## src/rtl/safe_mode_sync_fsm.sv

```systemverilog
// safe_mode_sync_fsm
// Applies a newly programmed safe-mode configuration to the core cluster.
// The sequence is: halt every core through its debug request, run the
// core-state synchronisation handshake, commit the new configuration,
// then release the cores. Every output comes straight from a flop.
module safe_mode_sync_fsm #(
  parameter int NCORES         = 3,
  parameter int TIMEOUT_CYCLES = 1024,
  localparam int CNT_W         = $clog2(TIMEOUT_CYCLES + 1)
) (
  input  logic              clk_i,
  input  logic              rst_ni,
  input  logic              safe_mode_i,
  input  logic              safe_configuration_i,
  input  logic [2:0]        master_core_i,
  input  logic              critical_section_i,
  input  logic              initial_sync_master_i,
  input  logic [NCORES-1:0] core_halted_i,
  input  logic              sync_done_i,
  input  logic              err_clear_i,
  output logic [NCORES-1:0] debug_req_o,
  output logic              sync_start_o,
  output logic              en_ext_debug_o,
  output logic              sync_busy_o,
  output logic              timeout_err_o,
  output logic              applied_safe_mode_o,
  output logic              applied_safe_cfg_o,
  output logic [2:0]        applied_master_o
);

  typedef enum logic [2:0] {
    IDLE,
    HALT,
    SYNC,
    RELEASE,
    ERROR
  } state_e;

  state_e            r_state;
  logic [CNT_W-1:0]  r_cnt;

  logic              r_init_q;
  logic              r_pending_init;
  logic              r_init_rearm;

  logic              r_tgt_mode;
  logic              r_tgt_cfg;
  logic [2:0]        r_tgt_master;

  logic              r_app_mode;
  logic              r_app_cfg;
  logic [2:0]        r_app_master;

  logic [NCORES-1:0] r_debug_req;
  logic              r_sync_start;
  logic              r_en_ext_debug;
  logic              r_sync_busy;
  logic              r_timeout_err;

  logic              w_master_onehot;
  logic [2:0]        w_req_master;
  logic              w_cfg_change;
  logic              w_init_rise;
  logic              w_timeout;
  logic              w_all_halted;
  logic              w_none_halted;
  logic              w_in_sequence;

  // A malformed master selection keeps the old master, so only the
  // safe_mode/safe_configuration bits can still raise a request.
  assign w_master_onehot = (master_core_i != 3'b000) &&
                           ((master_core_i & (master_core_i - 3'b001)) == 3'b000);
  assign w_req_master    = w_master_onehot ? master_core_i : r_app_master;
  assign w_cfg_change    = {safe_mode_i, safe_configuration_i, w_req_master} !=
                           {r_app_mode, r_app_cfg, r_app_master};

  assign w_init_rise     = initial_sync_master_i & ~r_init_q;
  assign w_timeout       = (r_cnt == CNT_W'(TIMEOUT_CYCLES - 1));
  assign w_all_halted    = &core_halted_i;
  assign w_none_halted   = (core_halted_i == '0);
  assign w_in_sequence   = (r_state == HALT) || (r_state == SYNC);

  // Sequencer: state, wait counter, latched targets, committed
  // configuration and the registered output decodes of the next state.
  always_ff @(posedge clk_i) begin
    if (!rst_ni) begin
      r_state        <= IDLE;
      r_cnt          <= '0;
      r_init_q       <= 1'b0;
      r_pending_init <= 1'b0;
      r_init_rearm   <= 1'b0;
      r_tgt_mode     <= 1'b0;
      r_tgt_cfg      <= 1'b0;
      r_tgt_master   <= 3'b001;
      r_app_mode     <= 1'b0;
      r_app_cfg      <= 1'b0;
      r_app_master   <= 3'b001;
      r_debug_req    <= '0;
      r_sync_start   <= 1'b0;
      r_en_ext_debug <= 1'b0;
      r_sync_busy    <= 1'b0;
      r_timeout_err  <= 1'b0;
    end else begin
      r_init_q     <= initial_sync_master_i;
      r_sync_start <= 1'b0;

      // An init-sync edge seen after this sequence already started belongs
      // to the next sequence, so it must survive the clear on RELEASE entry.
      if (w_init_rise) begin
        r_pending_init <= 1'b1;
        if (w_in_sequence) begin
          r_init_rearm <= 1'b1;
        end
      end

      case (r_state)
        IDLE: begin
          if ((w_cfg_change || r_pending_init) && !critical_section_i) begin
            r_state        <= HALT;
            r_cnt          <= '0;
            r_tgt_mode     <= safe_mode_i;
            r_tgt_cfg      <= safe_configuration_i;
            r_tgt_master   <= w_req_master;
            r_init_rearm   <= 1'b0;
            r_debug_req    <= '1;
            r_en_ext_debug <= 1'b1;
            r_sync_busy    <= 1'b1;
          end
        end

        HALT: begin
          if (w_all_halted) begin
            r_state      <= SYNC;
            r_cnt        <= '0;
            r_sync_start <= 1'b1;
          end else if (w_timeout) begin
            r_state        <= ERROR;
            r_cnt          <= '0;
            r_debug_req    <= '0;
            r_en_ext_debug <= 1'b0;
            r_timeout_err  <= 1'b1;
          end else begin
            r_cnt <= r_cnt + CNT_W'(1);
          end
        end

        SYNC: begin
          if (sync_done_i) begin
            r_state        <= RELEASE;
            r_cnt          <= '0;
            r_app_mode     <= r_tgt_mode;
            r_app_cfg      <= r_tgt_cfg;
            r_app_master   <= r_tgt_master;
            r_debug_req    <= '0;
            r_en_ext_debug <= 1'b0;
            r_pending_init <= r_init_rearm | w_init_rise;
            r_init_rearm   <= 1'b0;
          end else if (w_timeout) begin
            r_state        <= ERROR;
            r_cnt          <= '0;
            r_debug_req    <= '0;
            r_en_ext_debug <= 1'b0;
            r_timeout_err  <= 1'b1;
          end else begin
            r_cnt <= r_cnt + CNT_W'(1);
          end
        end

        RELEASE: begin
          if (w_none_halted) begin
            r_state     <= IDLE;
            r_cnt       <= '0;
            r_sync_busy <= 1'b0;
          end else if (w_timeout) begin
            r_state       <= ERROR;
            r_cnt         <= '0;
            r_timeout_err <= 1'b1;
          end else begin
            r_cnt <= r_cnt + CNT_W'(1);
          end
        end

        ERROR: begin
          if (err_clear_i) begin
            r_state       <= IDLE;
            r_cnt         <= '0;
            r_sync_busy   <= 1'b0;
            r_timeout_err <= 1'b0;
          end
        end

        default: begin
          r_state        <= IDLE;
          r_cnt          <= '0;
          r_debug_req    <= '0;
          r_en_ext_debug <= 1'b0;
          r_sync_busy    <= 1'b0;
        end
      endcase
    end
  end

  assign debug_req_o         = r_debug_req;
  assign sync_start_o        = r_sync_start;
  assign en_ext_debug_o      = r_en_ext_debug;
  assign sync_busy_o         = r_sync_busy;
  assign timeout_err_o       = r_timeout_err;
  assign applied_safe_mode_o = r_app_mode;
  assign applied_safe_cfg_o  = r_app_cfg;
  assign applied_master_o    = r_app_master;

endmodule
```

## config.mk

```make
export PLATFORM = sky130hd
export DESIGN_NAME = safe_mode_sync_fsm
export DESIGN_NICKNAME = d
export VERILOG_FILES = /design/src/rtl/safe_mode_sync_fsm.sv
export SDC_FILE = /design/constraint.sdc
export NUM_CORES = 1
export LEC_CHECK = 0
export CAP_MARGIN = 30
export CORE_MARGIN = 2
export CORE_UTILIZATION = 48
export DETAILED_ROUTE_END_ITERATION = 10
export PLACE_DENSITY_LB_ADDON = 0.2
export SLEW_MARGIN = 20
export SYNTH_ARGS = -nofsm -noshare
export SYNTH_HDL_FRONTEND = slang
export SYNTH_SLANG_ARGS = --single-unit
```

## constraint.sdc

```tcl
create_clock -name clk_i -period 2.1 [get_ports clk_i]
set_input_delay 0.42 -clock clk_i [delete_from_list [all_inputs] [get_ports clk_i]]
set_output_delay 0.42 -clock clk_i [all_outputs]
set_load 0.1 [all_outputs]
```

Word-level counts from Yosys, hierarchy flattened
Cells that the tools add are included.
Widths: inputs -> output; s select.
{"block": "totals", "ff_bits": 34, "out_inout_bits": 12, "inputBits": 14, "wordCells": 98}
{"block": "classes", "eq_ne": 12, "add_sub_neg": 2, "muxes": 42, "bitwise": 6, "n_reduce_logical": 20}
{"operator": "$mux 11", "count": 6}
{"operator": "$pmux 11 s5", "count": 1}
{"operator": "$mux 3", "count": 11}
{"operator": "$mux 1", "count": 18}
{"operator": "$pmux 3 s5", "count": 1}
{"operator": "$ne 2x2->1 const B", "count": 6}
{"operator": "$pmux 1 s4", "count": 3}
{"operator": "$pmux 3 s4", "count": 1}
{"operator": "$add 11x1->11 const B", "count": 1}
{"operator": "$eq 11x10->1 const B", "count": 1}
{"operator": "$logic_not 3->1", "count": 3}
{"operator": "$reduce_and 2->1", "count": 4}
{"operator": "$eq 3x2->1 const B", "count": 2}
{"operator": "$reduce_and 3->1", "count": 2}
{"operator": "$ne 5x5->1", "count": 1}
{"operator": "$reduce_and 5->1", "count": 1}
{"operator": "$reduce_and 4->1", "count": 1}
{"operator": "$reduce_bool 4->1", "count": 1}
{"operator": "$reduce_or 2->1", "count": 2}
{"operator": "$and 3x3->3", "count": 1}
{"operator": "$eq 3x1->1 const B", "count": 1}
{"operator": "$eq 3x3->1 const B", "count": 1}
{"operator": "$not 1->1", "count": 3}
{"operator": "$reduce_bool 3->1", "count": 1}
{"operator": "7 further kinds", "count": 9}

Depth between registers and ports, before layout
{"block": "logic_depth", "word_depth": 10, "mapped_depth": 7}

Worst setup path before layout
No wires, ideal clock.
{"block": "synth_path", "kind": "register to register", "start": "reg r_app_master[2], in the netlist applied_master_o[2]", "end": "reg r_cnt[3]", "arrival_ns": 2.240, "path_stages_with_launch": 7, "synth_period_minus_slack_ns": 2.357, "setup_slack_ns": -0.257, "path_cell_list": "dfxtp_1 nor3b_1 or4_1 nand3_1 o21ai_1 buf_2 a32o_1"}
{"block": "synth_via", "elab_chain_len": 6}
{"element": "from (decl)", "line": "52", "source": "logic [2:0] r_app_master;"}
{"element": "from (signal assigned)", "line": "153", "source": "r_app_master <= r_tgt_master;"}
{"element": "$mux 3", "line": "73", "source": "assign w_req_master = w_master_onehot ? master_core_i : r_app_master;"}
{"element": "$ne 5x5->1 (*)", "line": "74", "source": "assign w_cfg_change = {safe_mode_i, safe_configuration_i, w_req_master} !="}
{"element": "$logic_or 1x1->1 (*)", "line": "118", "source": "if ((w_cfg_change || r_pending_init) && !critical_section_i) begin"}
{"element": "$logic_and 1x1->1 (*)", "line": "118"}
{"element": "$ne 2x2->1 (no line) (*)"}
{"element": "$reduce_and 2->1 (no line) (*)"}
{"element": "to (signal assigned)", "line": "143", "source": "r_cnt <= r_cnt + CNT_W'(1);"}
{"element": "to (signal assigned)", "line": "165", "source": "r_cnt <= r_cnt + CNT_W'(1);"}
{"element": "to (signal assigned)", "line": "179", "source": "r_cnt <= r_cnt + CNT_W'(1);"}
{"element": "to (decl)", "line": "40", "source": "logic [CNT_W-1:0] r_cnt;"}
Every way passes the cells marked *; elsewhere a longest branch is shown, timed or not.
A chain may end at the register's enable or synchronous reset.

Worst setup path in the final report
{"block": "layout_path", "start": "in core_halted_i[2]", "end": "reg r_cnt[7]"}
{"block": "layout_via", "elab_chain_len": 3, "word_cells_on_any_way": 5, "classes_between": "mux (3); reduce/logical (2)"}
{"element": "from (decl)", "line": "18", "source": "input logic [NCORES-1:0] core_halted_i,"}
{"element": "$logic_not 3->1 / $reduce_and 3->1 (equally long branches)", "line": "80, 79"}
{"element": "$mux 11 (on tied branches)", "line": "170, 132"}
{"element": "$pmux 11 s5 (*)", "line": "116", "source": "case (r_state)"}
Marked as above.

==> flow_summary.json <==
{
  "relSlewSlack_pct": 63.3,
  "grt-ovfl-total": 0,
  "ir_worst_vdd_mv": 0.620,
  "regArea_sq_um": 688,
  "path_clk_slew_ns": 0.11,
  "die-area_sq_um": 4100,
  "ctsHoldBuffers": 0,
  "grt_antenna_before_repair": 0,
  "first_global_vias": 1638,
  "postPlaceCellArea_sq_um": 2160,
  "area_growth_pct": 30.7,
  "async_reset_ff_share_pct": 0,
  "worst_path_max_delay_cell": "or4b_4",
  "yosysUniqueCellTypes": 51,
  "slowest_delay_ns": 0.50,
  "worst_pin_slew_ns": 0.546,
  "cts.sinks": 34,
  "p_leak_nw": 0.948,
  "yosys.area.top_type": "dfxtp_1",
  "cts_tree": "built",
  "num_antenna_cells": 0,
  "finalHoldViolations": 0,
  "synthTopCellsByCount": "dfxtp_1 (34), nand2_1 (19), nor2_1 (18), o21ai_0 (12), a21oi_1 (10)",
  "cp.required_ns": 2.34,
  "cts_max_path_buffers": 2,
  "path_max_fanout": 4,
  "firstDrtPassIters": 4,
  "vias": 1711,
  "hold_class": "flip-flop to flip-flop",
  "grt_max_degree": 17,
  "dpl.hpwl_um": 3080,
  "max_freq_mhz": 481,
  "drive_above_1_share_pct": 25.4,
  "fin_skew_ns": 0.0110,
  "fin_nets": 267,
  "yosys_most_used_dff": "dfxtp_1",
  "via_per_inst": 5.74,
  "core_sq_um": 3390,
  "drt-wirelength-per-cell_um": 14.3,
  "grt.total_usage_pct": 22.2,
  "ys_seq_area_share_pct": 39.4,
  "worst_setup_path_start_kind": "primary input",
  "drt_iter0_drc": 150,
  "antenna_left": 0,
  "synth_edf_count": 0,
  "setup_violations": 0,
  "syn-num-nets": 221,
  "syn_area_sq_um": 1730,
  "power_density_nw_per_um2": 669,
  "fin_crit_sh_pct": 99.0,
  "crit_arrival_ns": 2.32,
  "htree_levels": 2,
  "synth-seq-cells": 34,
  "ys_top_cells_by_area": "dfxtp_1 (39%), nand2_1 (4.1%), mux2i_1 (4.1%)",
  "port_buffers": 25,
  "yosysMostFrequentCell": "dfxtp_1",
  "grt_pass1_wl_um": 7210,
  "fin_util_pct": 66.6,
  "yosys_warnings": 0,
  "setup-tns-final_ns": 0,
  "period_needed_ns": 2.08,
  "end_kind": "flip-flop",
  "hold_slack_ns": 0.471,
  "avgSynthCellArea_sq_um": 8.39,
  "maxCapViolCount": 0,
  "outcome": "finished, final reports clean",
  "place_congestion": 0.858,
  "final-max-slew-violation-count": 0,
  "crit_chain": "clkdlybuf4s50_1 > or4b_4 > a32o_2 > and3_4 > and3_1 > a311o_1",
  "critPathKind": "primary input to flip-flop",
  "cts-root-buf": "clkbuf_4",
  "multiInputGateArea_sq_um": 975,
  "clk_latency_ns": 0.34,
  "cts_buffers": 5,
  "routed_wl_um": 4260,
  "chipWidth_um": 64,
  "synthCells": 206,
  "rows": 21,
  "initial_core_util_pct": 51.0,
  "fillCellCount": 283,
  "die-height_um": 64,
  "num_io_pins": 26,
  "rsz0062_at_grt": "no",
  "drc": 0,
  "yosysTopAreaCellShare_pct": 39.4,
  "final_area_sq_um": 2260
}
placed cells by master (no fill, tap or decap), types with 3 or more instances in the layout:
cell and instances:
buf_4 38, dfxtp_1 28, nand2_1 19, nor2_1 18
o21ai_0 12, a21oi_1 10, nand3_1 9, clkdlybuf4s50_1 9
nor3_1 8, mux2i_1 7, dfxtp_2 6, inv_1 5
o21ai_1 5, clkbuf_4 5, xnor2_1 4, o21a_1 4
nor2b_1 3, and3_1 3, nand2b_1 3, nand4_1 3
a31o_2 3, a31oi_1 3
critical path, delay by kind of cell:
kind                   cells  cell delay [ns]
AO/OA/AOI/OAI              2             0.63
buffers and inverters      1             0.43
AND/OR/NAND/NOR            3             0.85
power breakdown:
part | total [W] | internal, W | switching, W | leakage [nW]
registers | 0.000689 | 0.000669 | 0.0000201 | 0.279
clock network | 0.000492 | 0.000277 | 0.000214 | 0.0443
logic | 0.000329 | 0.000134 | 0.000195 | 0.625
total | 0.00151 | 0.00108 | 0.000429 | 0.948
cell type report:
cell class	instances	area share, %
Sequential cell	34	30.5
Inverter	5	0.831
Timing Repair Buffer	52	19.4
Tap cell	46	2.55
Multi-Input combinational cell	154	43.2
Clock buffer	6	2.27
Clock inverter	1	1.33
what timing repair did:
action	CTS	global route
endpoints found under the setup margin	10	6
gates resized for setup	3	7
pin swaps	2	1
buffers inserted	1	0
cells by family after synthesis:
group                    synth area share, %
AND/OR/NAND/NOR                         24.8
AO/OA/AOI/OAI                           23.3
flip-flops                              39.4
buffers and inverters                   4.71
multiplexers                            4.06
XOR/XNOR                                3.04
adder cells (fa/ha/maj)                0.724
worst paths after layout:
kind	to	start	slack, ns	cells after the start
max	r_cnt[7]	core_halted_i[2]	0.02	6
min	r_tgt_cfg	r_tgt_cfg	0.47	2
max reg2reg	r_cnt[7]	r_cnt[0]	0.08	6
min reg2reg	r_tgt_cfg	r_tgt_cfg	0.47	2
per-layer routing:
metal,part of all wire [%],track usage [%]
met1,44,26.3
met2,49,38.5
met3,5.7,5.11
met4,1.3,8.42
met5,0,0
registers in the layout, indices dropped and copies added (netlist names):
name,cells
applied_master_o,3
debug_req_o,3
sync_busy_o,1
r_tgt_cfg,1
r_pending_init,1
timeout_err_o,1
r_cnt,11
r_tgt_master,3
r_state,3
r_tgt_mode,1
r_init_q,1
sync_start_o,1
r_init_rearm,1
applied_safe_cfg_o,1
en_ext_debug_o,1
applied_safe_mode_o,1
metrics by stage:
| stage | total power [W] | cells | setup WS [ns] |
|---|---|---|---|
| after CTS | 0.00152 | 298 | 0.0118 |
| after detailed placement | 0.00103 | 290 | -0.432 |
| after floorplan | 0.000899 | 206 | 0.00762 |
| after global routing | 0.00158 | 298 | 0.00870 |
| final | 0.00151 | 298 | 0.0213 |
| after global placement | 0.00102 | 290 | -0.345 |
Note: power is estimated with default switching activity, not from simulation.
